`src/rtl/tc_timer10_pkg.sv`:
```
// tc_timer10_pkg: shared terminal value and FSM state encoding for the 10-bit timer
package tc_timer10_pkg;
  localparam int CNT_W = 10;
  localparam logic [CNT_W-1:0] TERM = 10'h3FF;
  typedef enum logic {IDLE = 1'b0, RUN = 1'b1} state_e;
endpackage

```
`src/rtl/tc_timer10_and.sv`:
```
// tc_timer10_and: all-ones detector for the counter value
import tc_timer10_pkg::*;
module tc_timer10_and (
  input  logic [CNT_W-1:0] cnt_i,
  output logic             all_ones_o
);
  assign all_ones_o = &cnt_i;
endmodule

```
`src/rtl/tc_timer10.sv`:
```
// tc_timer10: 10-bit up-counting timer with period reload, one-shot/auto-reload modes and a tc pulse
import tc_timer10_pkg::*;
module tc_timer10 (
  input  logic             clk,
  input  logic             resetl,
  input  logic             per_ld,
  input  logic [CNT_W-1:0] per_d,
  input  logic             start,
  input  logic             stop,
  input  logic             tick,
  input  logic             mode,
  output logic [CNT_W-1:0] cnt,
  output logic             run,
  output logic             tc
);
  state_e           state_q, state_d;
  logic [CNT_W-1:0] per_q, cnt_q, cnt_d, eff_per;
  logic             tc_q, tc_d, term;
  tc_timer10_and u_and (
    .cnt_i      (cnt_q),
    .all_ones_o (term)
  );
  // a period loaded on the same edge as a (re)load takes effect immediately
  assign eff_per = per_ld ? per_d : per_q;
  always_comb begin
    state_d = state_q;
    cnt_d   = cnt_q;
    tc_d    = 1'b0;
    if (stop) begin
      state_d = IDLE;
    end else if (start) begin
      state_d = RUN;
      cnt_d   = eff_per;
    end else if (state_q == RUN && tick) begin
      tc_d    = term;
      cnt_d   = !term ? cnt_q + 1'b1 : (mode ? cnt_q : eff_per);
      state_d = (term && mode) ? IDLE : RUN;
    end
  end
  always_ff @(posedge clk or negedge resetl) begin
    if (!resetl) begin
      state_q <= IDLE;
      per_q   <= '0;
      cnt_q   <= '0;
      tc_q    <= 1'b0;
    end else begin
      state_q <= state_d;
      cnt_q   <= cnt_d;
      tc_q    <= tc_d;
      if (per_ld) per_q <= per_d;
    end
  end
  assign cnt = cnt_q;
  assign run = (state_q == RUN);
  assign tc  = tc_q;
endmodule

```
`config.mk`:
```
export PLATFORM = sky130hd
export DESIGN_NAME = tc_timer10
export DESIGN_NICKNAME = d
export VERILOG_FILES = /design/src/rtl/tc_timer10_pkg.sv /design/src/rtl/tc_timer10_and.sv /design/src/rtl/tc_timer10.sv
export SDC_FILE = /design/constraint.sdc
export NUM_CORES = 1
export LEC_CHECK = 0
export CAP_MARGIN = 5
export CORE_UTILIZATION = 44
export DETAILED_ROUTE_END_ITERATION = 12
export PLACE_DENSITY = 0.85
export SLEW_MARGIN = 5
export SYNTH_ARGS = -nofsm -noshare
export SYNTH_HDL_FRONTEND = slang
export SYNTH_SLANG_ARGS = --single-unit
```
`constraint.sdc`:
```
create_clock -name clk -period 1.9 [get_ports clk]
set_input_delay 0.285 -clock clk [delete_from_list [all_inputs] [get_ports clk]]
set_output_delay 0.285 -clock clk [all_outputs]
set_load 0.05 [all_outputs]
```
### After elaboration in Yosys (flattened, before gate mapping)

Cells that the tools add are included.

| storage, ports and cells | value |
|---|---|
| input port bits | 17 |
| bits in registers | 22 |
| output and inout bits | 12 |
| logic and storage cells | 25 |

| cells by class | value |
|---|---|
| reductions and logical operators | 6 |
| bitwise gates (word level) | 1 |
| muxes and demuxes | 12 |
| add/sub/neg operators | 1 |
| equal/unequal tests | 1 |

Operator list:

| kind | number |
|---|---|
| 2-to-1 mux 10 bit | 5 |
| adder 10 x 1 -> 10 bit (second input constant) | 1 |
| AND reduction 10 bit | 1 |
| 2-to-1 mux 1 bit | 7 |
| != test 3 bit (second input constant) | 1 |
| AND reduction 3 bit | 1 |
| nonzero test 3 bit | 1 |
| logical AND 1 bit | 2 |
| nonzero test 2 bit | 1 |
| NOT 1 bit | 1 |

### Logic depth before layout (Yosys ltp)

| logic depth | value |
|---|---|
| depth in word-level cells | 6 |
| depth in mapped cells | 7 |
| depth with buffers taken out | 5 |

### Cells and area by module

From an unflattened synthesis, not the netlist that was laid out.

| unflattened totals | value |
|---|---|
| cells, all modules | 104 |
| area, all modules | 1171.1 um2 |

By module, submodules not included:

| module | area an instance (um2) | instances | seq. area each (um2) | cells an instance |
|---|---|---|---|---|
| tc_timer10 | 1144.8 | 1 | 550.5 | 100 |
| tc_timer10_and | 26.3 | 1 | 0.0 | 4 |

### Least setup slack after synthesis

No wires, ideal clock.

| timing path | value |
|---|---|
| path kind | register to register |
| from | register cnt_q[0], in the netlist cnt[0] |
| to | register cnt_q[7], in the netlist cnt[7] |
| path buffers | 2 |
| stages on the path, launching flop included | 8 |
| setup time | 0.126 ns |
| clock period less this slack | 2.087 ns |
| data required time | 1.774 ns |
| setup slack | -0.187 ns |
| data arrival time | 1.961 ns |
| path through | dfrtp_1 ha_1 and3_1 clkbuf_8 a31o_1 buf_6 and4_4 a221o_1 |

| on the way | value |
|---|---|
| longest elaborated chain between the ends | 4 |
| elaborated cells on any way between the ends | 7 |
| those cells by class | add/sub: 1; eq/ne: 1; mux: 3; reduce/logical: 2 |

RTL lines:

| item | RTL line | RTL |
|---|---|---|
| from (decl) | tc_timer10.sv:17 | `logic [CNT_W-1:0] per_q, cnt_q, cnt_d, eff_per;` |
| from (signal assigned) | tc_timer10.sv:48 | `cnt_q <= cnt_d;` |
| adder 10 x 1 -> 10 bit / AND reduction 10 bit (equally long branches) | tc_timer10.sv:36, tc_timer10_and.sv:7 |  |
| 2-to-1 mux 10 bit | tc_timer10.sv:36 | `cnt_d = !term ? cnt_q + 1'b1 : (mode ? cnt_q : eff_per);` |
| 2-to-1 mux 10 bit | tc_timer10.sv:34 | `end else if (state_q == RUN && tick) begin` |
| 2-to-1 mux 10 bit | tc_timer10.sv:31 | `end else if (start) begin` |

Parallel ways exist; a longest one is shown, timed or not. The select of a mux whose other input is x is not followed.
A chain may end at the register's enable or synchronous reset.

### Worst setup path after layout

| timing path | value |
|---|---|
| from | register cnt_q[0], in the netlist cnt[0] |
| to | output cnt[0] |

RTL lines:

| item | RTL line | RTL |
|---|---|---|
| to (decl) | tc_timer10.sv:12 | `output logic [CNT_W-1:0] cnt,` |

No word-level cell between the ends.

==> run metrics <==
post-synthesis net count=138; Async SR Flop Fraction=100.0%; critical path launch point type=register; GP Congestion=0.8619; Root Buffer=clkbuf_4; hold-fix buffers at CTS=0; r2r endpoint=cnt[7]$_DFFE_PN0P_; required time of the critical path=1.62 ns; Cell Count, Final, Fillers Out=187; Synth warnings=0; CTS H-Tree Depth=1; static leakage=0.6720 nW; RSZ-0062 raised after global routing=no; Hold Path Class=in -> async; CTS Buf Count=3; Max-Cap Viols=0; Initial DRC Count=56; antenna viol nets, final=0; Synth top cells by count=dfrtp_1, mux2_2, nand3_1, a21oi_1, o21ai_0; top post-synthesis cells by area=dfrtp_1, mux2_2, clkbuf_8; crit path cell chain=clkdlybuf4s50_1; core area=2758 um2; first-pass GRT wire length=between 5000 and 6000 um; Syn Std Cell Area=between 1000 and 1500 um2; RR Startpoint=cnt[0]$_DFFE_PN0P_; CTS Sinks=22; Reg clk slew, reported paths=0.12 ns; Gate Count Post-Synth=120; outcome=completed; layout cells sized above 1=28.21%; worst slew pin tran=0.5022 ns; Bufs on Longest Clock Path=2; Rel. slew slack=66.46%; Critical Path Start=cnt[0]$_DFFE_PN0P_; fmax=535.0 MHz; initial core utilization=a little under half; Yosys reg bits=22; Port Buffers=28; post-synth top area share=between 40% and 50%; WL/cell=16.90 um; Final period util=between 90% and 100%; GRT Util Overall=20.77%; power density over cell area=883.4 nW/um2; setup TNS=0 ns; DP Cell Count=around 180; flop-to-flop setup slack=0.10 ns; Slew Limit Fails=0; Yosys cell types=42; ANT cells=0; fillers=240; Stages on worst setup path=1; Worst-Skew Late Latency=just over 0.3 ns; post-route DRC violation count=0; Syn Area/Cell=10.59 um2; Slowest-stage cell, CP=clkdlybuf4s50_1; vias in the first global route=between 1000 and 1500; Crit. End Element=primary output; hpwl dp=between 2000 and 2500 um; Post-synth EDFFs=0; worst path arrival time=1.58 ns; via count=about 1200; Routed WL=3161 um; area delta synth->final=28.54%; GR Overflow Total=0; most common cell in the netlist=dfrtp_1; Tmin final=1.869 ns; Ports=29; worst-path fanout max=6; top_reg_cell synth=dfrtp_1; largest net degree at the start of global routing=23; post-synthesis sequential area ratio=43.31%; drt pass-1 iters=4; WP buf/inv=1; Die Area=3108 um2; num rows=19; Synth area leader=dfrtp_1; CTS tree=built; initial antenna violation count=0; VDD IR-drop max=601.9 uV; cell family with most CP delay=buffers and inverters; worst r2r path cells=5; vias per inst=roughly 6.3; Die Width=55.75 um; Finish-stage setup viols=0; nets@finish=175; die height=55.75 um; Largest stage delay, worst path=0.83 ns; worst setup path end=cnt[0]; Final Skew=0.001908 ns; critical path class=reg -> out; final hold vios=0
==> logic make-up (layout without fill, tap and decap cells) <==
kind of cell    after synthesis  count (layout)  synth area share, %
simple gates                 43              43                20.18
buf+inv                      11              47                8.365
flops                        22              22                43.31
fa+ha+maj                     1               1               0.9841
mux                          12              12                10.43
compound gates               31              31                16.73
==> area by class of cell <==
type                    instances  area [um2]  share of cell area, %
flip-flops and latches         22       553.0                  33.84
inverters                       1       3.754                 0.2297
well taps                      31       38.79                  2.374
multi-input cells              87       629.4                  38.51
clock buffers                   4       26.28                  1.608
repair buffers                 42       382.9                  23.43
==> worst min-delay path by stage <==
stage                        from            endpoint  slack [ns]  depth (start not counted)
6_report                   resetl  cnt[0]$_DFFE_PN0P_        0.30                          2
5_1_grt                    resetl  per_q[8]$_DFF_PN0_        0.33                          2
4_1_cts                    resetl  per_q[8]$_DFF_PN0_        0.31                          2
3_5_place_dp   per_q[7]$_DFF_PN0_  per_q[7]$_DFF_PN0_        0.48                          1
3_3_place_gp   per_q[8]$_DFF_PN0_  per_q[8]$_DFF_PN0_        0.48                          1
2_1_floorplan              resetl  cnt[0]$_DFFE_PN0P_       -0.01                          0
==> layout by cell type (no fill, tap or decap), types with 2 or more instances in the layout <==
master	n
a21oi_1	6
a31oi_1	4
and4_2	3
buf_4	17
clkbuf_4	3
clkdlybuf4s50_1	23
dfrtp_1	20
dfrtp_2	2
dlymetal6s2s_1	2
mux2_2	10
mux2i_1	2
nand2_1	5
nand3_1	8
nand4_1	3
nor2_1	5
nor2b_1	2
nor3_1	4
nor4_1	2
o211ai_1	2
o21ai_0	6
o22ai_1	2
o311ai_1	2
==> power by group <==
group / switching [mW] / internal (mW)
registers: 0.0597 / 0.539
clock network: 0.143 / 0.0822
logic: 0.374 / 0.245
==> registers in the layout, summed over array words and instances, names as in the netlist <==
register,count
run,1
cnt,10
tc,1
per_q,10
==> repair_timing <==
action                     4_1_cts  5_1_grt
setup endpoints to repair        0        6
buffers inserted                 0        0
resized for setup                0        4
==> stage by stage <==
stage                     worst slack [ns]  area (um2)  total power [mW]  hold WS [ns]  util [%]
after global routing              0.002742        1634             1.503        0.3300     59.26
after global placement             0.09348        1600             1.200        0.4805     58.03
after floorplan                   0.001694        1286             1.006      -0.01059         -
after CTS                         0.007109        1627             1.440        0.3092     58.98
final                              0.03080        1634             1.444        0.2976     59.26
after detailed placement           0.03953        1600             1.220        0.4839     58.03
==> layer usage <==
| metal | global-route usage (%) | up-vias | wire (um) |
|---|---|---|---|
| met5 | 0 | - | 0 |
| met4 | 10.00 | 0 | 53 |
| met3 | 3.488 | 7 | 266 |
| met2 | 31.33 | 72 | 1532 |
| met1 | 29.12 | 568 | 1308 |
| li1 | - | 539 | - |
Power figures use the tool's default switching activity.
